==> src/rtl/mux4_scan_seq_pkg.sv <==
// Shared definitions for the 4-channel mux scan sequencer.
package mux4_scan_seq_pkg;

    localparam int SEL_W  = 2;
    localparam int NUM_CH = 4;

    typedef enum logic [1:0] {
        ST_IDLE = 2'd0,
        ST_SCAN = 2'd1,
        ST_DONE = 2'd2
    } state_t;

endpackage

==> src/rtl/mux4_scan_seq_next_ch_find.sv <==
// Finds the next enabled channel: lowest set mask bit above cur, or the
// lowest set bit overall when first is high.
module next_ch_find
    import mux4_scan_seq_pkg::*;
(
    input  logic [NUM_CH-1:0] mask,
    input  logic [SEL_W-1:0]  cur,
    input  logic              first,
    output logic [SEL_W-1:0]  nxt,
    output logic              found
);

    always_comb begin
        nxt   = '0;
        found = 1'b0;
        // Walk downwards so the lowest qualifying channel is the last one written.
        for (int i = NUM_CH - 1; i >= 0; i--) begin
            if (mask[i] && (first || (SEL_W'(i) > cur))) begin
                nxt   = SEL_W'(i);
                found = 1'b1;
            end
        end
    end

endmodule

==> src/rtl/mux4_scan_seq.sv <==
// Scan sequencer feeding a downstream 4:1 mux: captures data/mask/dwell on
// start and steps sel through enabled channels, each held dwell+1 cycles.
module mux4_scan_seq
    import mux4_scan_seq_pkg::*;
#(
    parameter int DWELL_W = 4
) (
    input  logic               clk,
    input  logic               rst,
    input  logic               start,
    input  logic               in0,
    input  logic               in1,
    input  logic               in2,
    input  logic               in3,
    input  logic [3:0]         mask,
    input  logic [DWELL_W-1:0] dwell,
    output logic [1:0]         sel,
    output logic               d0,
    output logic               d1,
    output logic               d2,
    output logic               d3,
    output logic               valid,
    output logic               busy,
    output logic               done
);

    state_t             state_q, state_d;
    logic [DWELL_W-1:0] cnt_q, cnt_d;
    logic [DWELL_W-1:0] dwell_q, dwell_d;
    logic [NUM_CH-1:0]  mask_q, mask_d;
    logic [NUM_CH-1:0]  dat_q, dat_d;
    logic [SEL_W-1:0]   sel_q, sel_d;
    logic               valid_q, valid_d;
    logic               busy_q, busy_d;
    logic               done_q, done_d;

    logic [NUM_CH-1:0]  f_mask;
    logic               f_first;
    logic [SEL_W-1:0]   f_nxt;
    logic               f_found;

    // In IDLE the search runs on the live mask so the first channel is ready at the start edge.
    always_comb begin
        f_first = (state_q == ST_IDLE);
        f_mask  = f_first ? mask : mask_q;
    end

    next_ch_find u_find (
        .mask  (f_mask),
        .cur   (sel_q),
        .first (f_first),
        .nxt   (f_nxt),
        .found (f_found)
    );

    always_ff @(posedge clk) begin
        if (rst) begin
            state_q <= ST_IDLE;
            cnt_q   <= '0;
            dwell_q <= '0;
            mask_q  <= '0;
            dat_q   <= '0;
            sel_q   <= '0;
            valid_q <= 1'b0;
            busy_q  <= 1'b0;
            done_q  <= 1'b0;
        end else begin
            state_q <= state_d;
            cnt_q   <= cnt_d;
            dwell_q <= dwell_d;
            mask_q  <= mask_d;
            dat_q   <= dat_d;
            sel_q   <= sel_d;
            valid_q <= valid_d;
            busy_q  <= busy_d;
            done_q  <= done_d;
        end
    end

    always_comb begin
        state_d = state_q;
        cnt_d   = cnt_q;
        dwell_d = dwell_q;
        mask_d  = mask_q;
        dat_d   = dat_q;
        sel_d   = sel_q;
        case (state_q)
            ST_IDLE: begin
                if (start) begin
                    dat_d   = {in3, in2, in1, in0};
                    mask_d  = mask;
                    dwell_d = dwell;
                    cnt_d   = '0;
                    if (f_found) begin
                        state_d = ST_SCAN;
                        sel_d   = f_nxt;
                    end else begin
                        state_d = ST_DONE;
                    end
                end
            end
            ST_SCAN: begin
                if (cnt_q < dwell_q) begin
                    cnt_d = cnt_q + 1'b1;
                end else begin
                    cnt_d = '0;
                    if (f_found) sel_d = f_nxt;
                    else         state_d = ST_DONE;
                end
            end
            ST_DONE: state_d = ST_IDLE;
            default: state_d = ST_IDLE;
        endcase
    end

    // Status flags are registered versions of the upcoming state.
    always_comb begin
        valid_d = (state_d == ST_SCAN);
        busy_d  = (state_d == ST_SCAN) || (state_d == ST_DONE);
        done_d  = (state_d == ST_DONE);
    end

    assign sel   = sel_q;
    assign d0    = dat_q[0];
    assign d1    = dat_q[1];
    assign d2    = dat_q[2];
    assign d3    = dat_q[3];
    assign valid = valid_q;
    assign busy  = busy_q;
    assign done  = done_q;

endmodule

==> config.mk <==
export PLATFORM = sky130hd
export DESIGN_NAME = mux4_scan_seq
export DESIGN_NICKNAME = d
export VERILOG_FILES = /design/src/rtl/mux4_scan_seq_pkg.sv /design/src/rtl/mux4_scan_seq_next_ch_find.sv /design/src/rtl/mux4_scan_seq.sv
export SDC_FILE = /design/constraint.sdc
export NUM_CORES = 1
export LEC_CHECK = 0
export ABC_CLOCK_PERIOD_IN_PS = 2000
export CAP_MARGIN = 0
export CORE_MARGIN = 2
export CORE_UTILIZATION = 34
export CTS_CLUSTER_DIAMETER = 80
export DETAILED_ROUTE_END_ITERATION = 10
export SYNTH_ARGS = -nofsm -noshare
export SYNTH_HDL_FRONTEND = slang
export SYNTH_SLANG_ARGS = --single-unit
==> constraint.sdc <==
create_clock -name clk -period 2 [get_ports clk]
set_input_delay 0.4 -clock clk [delete_from_list [all_inputs] [get_ports clk]]
set_output_delay 0.4 -clock clk [all_outputs]
set_load 0.02 [all_outputs]
* Word level (Yosys, flattened, before mapping)
Cells that the tools add are included.
** Word-level totals
- Register bits :: 23
- Output and inout port bits :: 9
- Word-level logic and storage cells :: 55
** Cells by class
- Add/subtract/negate cells :: 1
- $lt $le $gt $ge :: 5
- Equality and inequality tests :: 5
- Multiplexer cells :: 21
- Reductions and logical operators :: 14
** Operator list (count)
- 2-bit 2-to-1 mux :: 11
- 4-bit 2-to-1 mux :: 3
- 2-bit case mux with 2 select lines :: 2
- 4-bit case mux with 2 select lines :: 1
- 1-bit logical OR :: 5
- 4-bit by 1-bit adder with 4-bit output (second input constant) :: 1
- 2-bit by 1-bit == test with 1-bit output (second input constant) :: 2
- 1-bit by 2-bit greater-than comparator with 1-bit output (first input constant) :: 2
- 2-bit greater-than comparator (first input constant) :: 2
- 1-bit logical AND :: 4
- 4-bit less-than comparator :: 1
- 1-bit 2-to-1 mux :: 4
- 2-bit != test (second input constant) :: 2
- 2-bit AND reduction :: 2
- 3-bit AND reduction :: 1
- 2-bit == test (second input constant) :: 1
- 2-bit logical NOT :: 1
- 2-bit nonzero test :: 1

* Longest topological paths before layout
- Word-level depth :: 12
- Gate-level depth with buffers :: 8
- Gate-level depth less buffers :: 8

* Hierarchy
From an unflattened synthesis, not the netlist that was laid out.
** Unflattened totals
- Cells, all modules :: 131
- Area, all modules :: 1102.3 um^2
** Modules (own cells, without submodules)
- mux4_scan_seq :: times used 1, cells an instance 115, area each 1008.5 um^2, sequential area each 460.4 um^2
- next_ch_find :: times used 1, cells an instance 16, area each 93.8 um^2, sequential area each 0.0 um^2

* Worst setup path after synthesis
Ideal clock, no wire load.
- Kind :: input port to flip-flop
- Start :: input port mask[0]
- End :: register valid_q, in the netlist valid
- Arrival time :: 1.620 ns
- Data required time :: 1.886 ns
- Path slack :: 0.266 ns
- Cell stages on the path :: 6
- Path buffers :: 0
- Cells stage by stage :: or4_1 a21oi_1 a21o_1 a21oi_1 ha_1 nor2b_1
** On the way
- Longest elaborated chain between the ends :: 7
** Ends and longest elaborated chain
- start: declaration :: RTL line mux4_scan_seq.sv:15 : input logic [3:0] mask,
- 4-bit 2-to-1 mux (*) :: RTL line mux4_scan_seq.sv:45 : f_mask = f_first ? mask : mask_q;
- 1-bit logical AND (*) :: RTL line mux4_scan_seq_next_ch_find.sv:18 : if (mask[i] && (first || (SEL_W'(i) > cur))) begin
- 1-bit 2-to-1 mux (*) :: RTL line mux4_scan_seq_next_ch_find.sv:18
- 2-bit 2-to-1 mux, on equally long branches :: RTL line mux4_scan_seq.sv:107, mux4_scan_seq.sv:94
- 2-bit 2-to-1 mux, on equally long branches :: RTL line mux4_scan_seq.sv:103, mux4_scan_seq.sv:89
- 2-bit case mux with 2 select lines (*) :: RTL line mux4_scan_seq.sv:87 : case (state_q)
- net state_d[0] :: RTL line mux4_scan_seq.sv:27 : state_t state_q, state_d;
- 2-bit by 1-bit == test with 1-bit output (*) :: RTL line mux4_scan_seq.sv:118 : valid_d = (state_d == ST_SCAN);
- net valid_d :: RTL line mux4_scan_seq.sv:33 : logic valid_q, valid_d;
- end signal: assignment :: RTL line mux4_scan_seq.sv:74 : valid_q <= valid_d;
- end: declaration :: RTL line mux4_scan_seq.sv:33
The timed path passes the listed nets; every way through them passes the cells marked *.
A chain may end at the register's enable or synchronous reset.

* Worst setup path in the final report
- Start :: input port mask[0]
- End :: register busy_q, in the netlist busy
** On the way
- Longest elaborated chain between the ends :: 8
** Ends and longest elaborated chain
- 4-bit 2-to-1 mux (*) :: RTL line mux4_scan_seq.sv:45
- 1-bit logical AND (*) :: RTL line mux4_scan_seq_next_ch_find.sv:18
- 1-bit 2-to-1 mux (*) :: RTL line mux4_scan_seq_next_ch_find.sv:18
- 2-bit 2-to-1 mux, on equally long branches :: RTL line mux4_scan_seq.sv:107, mux4_scan_seq.sv:94
- 2-bit 2-to-1 mux, on equally long branches :: RTL line mux4_scan_seq.sv:103, mux4_scan_seq.sv:89
- 2-bit case mux with 2 select lines (*) :: RTL line mux4_scan_seq.sv:87
- 2-bit by 1-bit == test with 1-bit output or 2-bit == test (tied branches) :: RTL line mux4_scan_seq.sv:119 : busy_d = (state_d == ST_SCAN) || (state_d == ST_DONE);
- 1-bit logical OR (*) :: RTL line mux4_scan_seq.sv:119
- end signal: assignment :: RTL line mux4_scan_seq.sv:75 : busy_q <= busy_d;
- end: declaration :: RTL line mux4_scan_seq.sv:34 : logic busy_q, busy_d;
Mark *: on every way between the ends. The rest lies on a longest branch, timed or not.

==> results.md <==
- Status: complete, no violations
- Final instance area: 1490 um^2
- Area growth, synth to finish: 31.75%
- Fin util: 48.02%
- Num rows: 20
- Number of inserted diodes: 0
- Final Hold Fails: 0
- Critical Path Source Type: input pin
- # resized after CTS: 0
- RR Startpoint: dwell_q[3]
- Hpwl dp: 1.942 mm
- Cts hold-fix bufs: 0
- Yosys Warn Count: 0
- Cts bufs inserted: 3
- Most common cell after layout, fill and taps aside: nand2_1
- Largest net degree at the start of global routing: 17
- Tcrit/Tclk final: between 90 and 100%
- Vias in the first global route: 1009
- Share of layout cells above drive strength 1: between 10% and 20%
- Total Routing Usage GR: 14.61%
- Fill count: 333
- Post-synthesis sequential area ratio: 38.94%
- #FFs+latches synth: 22
- Placed cell area: 1450 um^2
- Fmax achieved: 0.5310 GHz
- HP Class: reg2reg
- RSZ-0062 raised after global routing: false
- Slew headroom: 71.02%
- Async SR Flop Fraction: 0%
- H-tree levels: 1
- Hold path startpoint: dat_q[0]
- Core area: 3103 um^2
- Die H: 61.68 um
- Met1 GRT Util: a little under a fifth
- Clock Root Buffer: clkbuf_4
- Max cap viols: 0
- Reg2reg setup slack: 160 ps
- Drt via density: 4.976
- Reg clk slew, reported paths: 130 ps
- CTS Sinks: 22
- Critical path peak fanout: 3
- TritonRoute pass-1 iters: 4
- Leakage power: 0.0005635 uW
- # nets final: roughly 190
- Crit Path Category: in2reg
- Clock Power Share: 20.5%
- Vias: 1035
- Post-route DRC: 0
- Setup TNS: 0 ps
- Crit path launch: mask[0]
- Worst VDD drop: 0.3456 mV
- Worst-Margin Slew: 434.1 ps
- Met2 GRT Util: between 20% and 30%
- Busiest grt layer: met2
- Setup repair bufs after CTS: 0
- Most frequent cells in the layout: nand2_1, clkdlybuf4s50_1, dfxtp_1, a21oi_1, buf_4
- Initial DRC Count: 14
- Io pins: 24
- Buffers added on ports: 23
- Final non-filler cell total: between 200 and 250
- Worst-skew pair later-pin latency: 310 ps
- Sw Ratio: about 33%
- Placed Cells: 204
- GR Layer Usage met3: 3.151%
- Die W: just over 60 um
- Number of synthesized flops with an enable pin: 0
- First-pass GRT wire length: 4.174 mm
- Slew Viols, Final: 0
- Cells after Synth: 135
- Final setup vio count: 0
- RePlAce Congestion: 0.7962
- Combinational fraction of design power: 34.9%
- Worst Setup End Kind: flop
- Int Pwr: 811.0 uW
- Sequential cell area: between 400 and 500 um^2
- Mapped Nets: 156
- Synth Cell Area: 1131 um^2
- Multi-input gate area in the final layout: 664.4 um^2
- CTS tree: built
- Unique masters post-synth: 33
- Antenna viol nets, final: 0
- Routed len/inst: approximately 12 um
- Tmin final: 1883 ps
- Pwr Density: 810.6 nW/um^2
- Clock Path Buffers: 2
- CP Data Arrival Time: 2140 ps
- Clk_skew: 5.226 ps
- Worst EP required: 2260 ps
- Final WL: between 2 and 2.5 mm
- Die area: 3804 um^2
- Initial Util: 36.45%
- Seq pwr share: approximately 45%
- GR Overflow Total: 0
- Total Power: 1208 uW
- Initial antenna violation count: 0
- Main synth FF type: dfxtp_1
- Sw power: 397.0 uW
- Syn Area/Cell: 8.378 um^2
## cell usage after synthesis, drive strengths merged, types with 2 or more instances
library cell	count	share of area (%)
and2	3	1.7
a31oi	3	1.7
o211ai	2	3.0
dfxtp	22	39
nand2b	2	1.1
a21o	3	2.1
a211oi	2	1.3
clkbuf	5	1.7
nor2	6	2.0
or2	3	1.7
a21oi	18	8.0
nand3	2	0.88
nor2b	4	2.2
ha	6	6.6
or4b	2	1.8
nand2	32	11
inv	3	1.0
o21bai	4	2.7
## worst paths after layout
check	end	cells after the start
max	busy	7
min	dat_q[0]	2
max reg2reg	valid	8
min reg2reg	dat_q[0]	2
## kinds of logic after synthesis
kind of cell             count (synthesis)  share of synthesized area [%]
AND/OR/NAND/NOR                         60                          26.88
multiplexers                             1                         0.8850
adder cells (fa/ha/maj)                  6                          6.637
AO/OA/AOI/OAI                           38                          24.00
flip-flops                              22                          38.94
buffers and inverters                    8                          2.655
## registers in the layout (all words and copies together), names as in the netlist
register and count:
dwell_q 4, state_q 2, dat_q 4, done 1
cnt_q 4, busy 1, mask_q 3, sel 2
valid 1
## per-stage QoR
| step | hold slack [ps] | setup slack [ps] |
|---|---|---|
| 3_3_place_gp | 446.4 | -212.7 |
| 4_1_cts | 464.8 | 98.31 |
| 6_report | 460.7 | 116.6 |
| 3_5_place_dp | 448.6 | -221.9 |
| 5_1_grt | 480.5 | 18.77 |
| 2_1_floorplan | 431.8 | 266.5 |
## area by class of cell
cell class                 instances  share of cell area (%)
clock buffer                       4                   2.435
inverter                           3                  0.7557
timing repair buffer              30                   18.98
tap                               44                   3.694
sequential                        22                   29.55
multi-input combinational        105                   44.58
## power groups by stage
stage | Clock, uW | Sequential (uW) | Combinational, uW
after floorplan | 0 | 572 | 242
after global placement | 0 | 548 | 410
after detailed placement | 0 | 549 | 422
after CTS | 257 | 538 | 424
after global routing | 269 | 549 | 465
final | 248 | 539 | 421
## metal layers
| layer | vias up | routed length [um] |
|---|---|---|
| met3 | 4 | 123 |
| met2 | 25 | 1179 |
| met4 | 0 | 24 |
| met5 | - | 0 |
| met1 | 472 | 1161 |
| li1 | 534 | - |
## worst max-delay path, stage by stage
cell             delay, ps
clkdlybuf4s50_1        410
or4_1                  550
a21oi_2                170
a21o_1                 150
a21o_2                 140
ha_1                   230
nor2_1                 100
(Power assumes the default switching activity.)
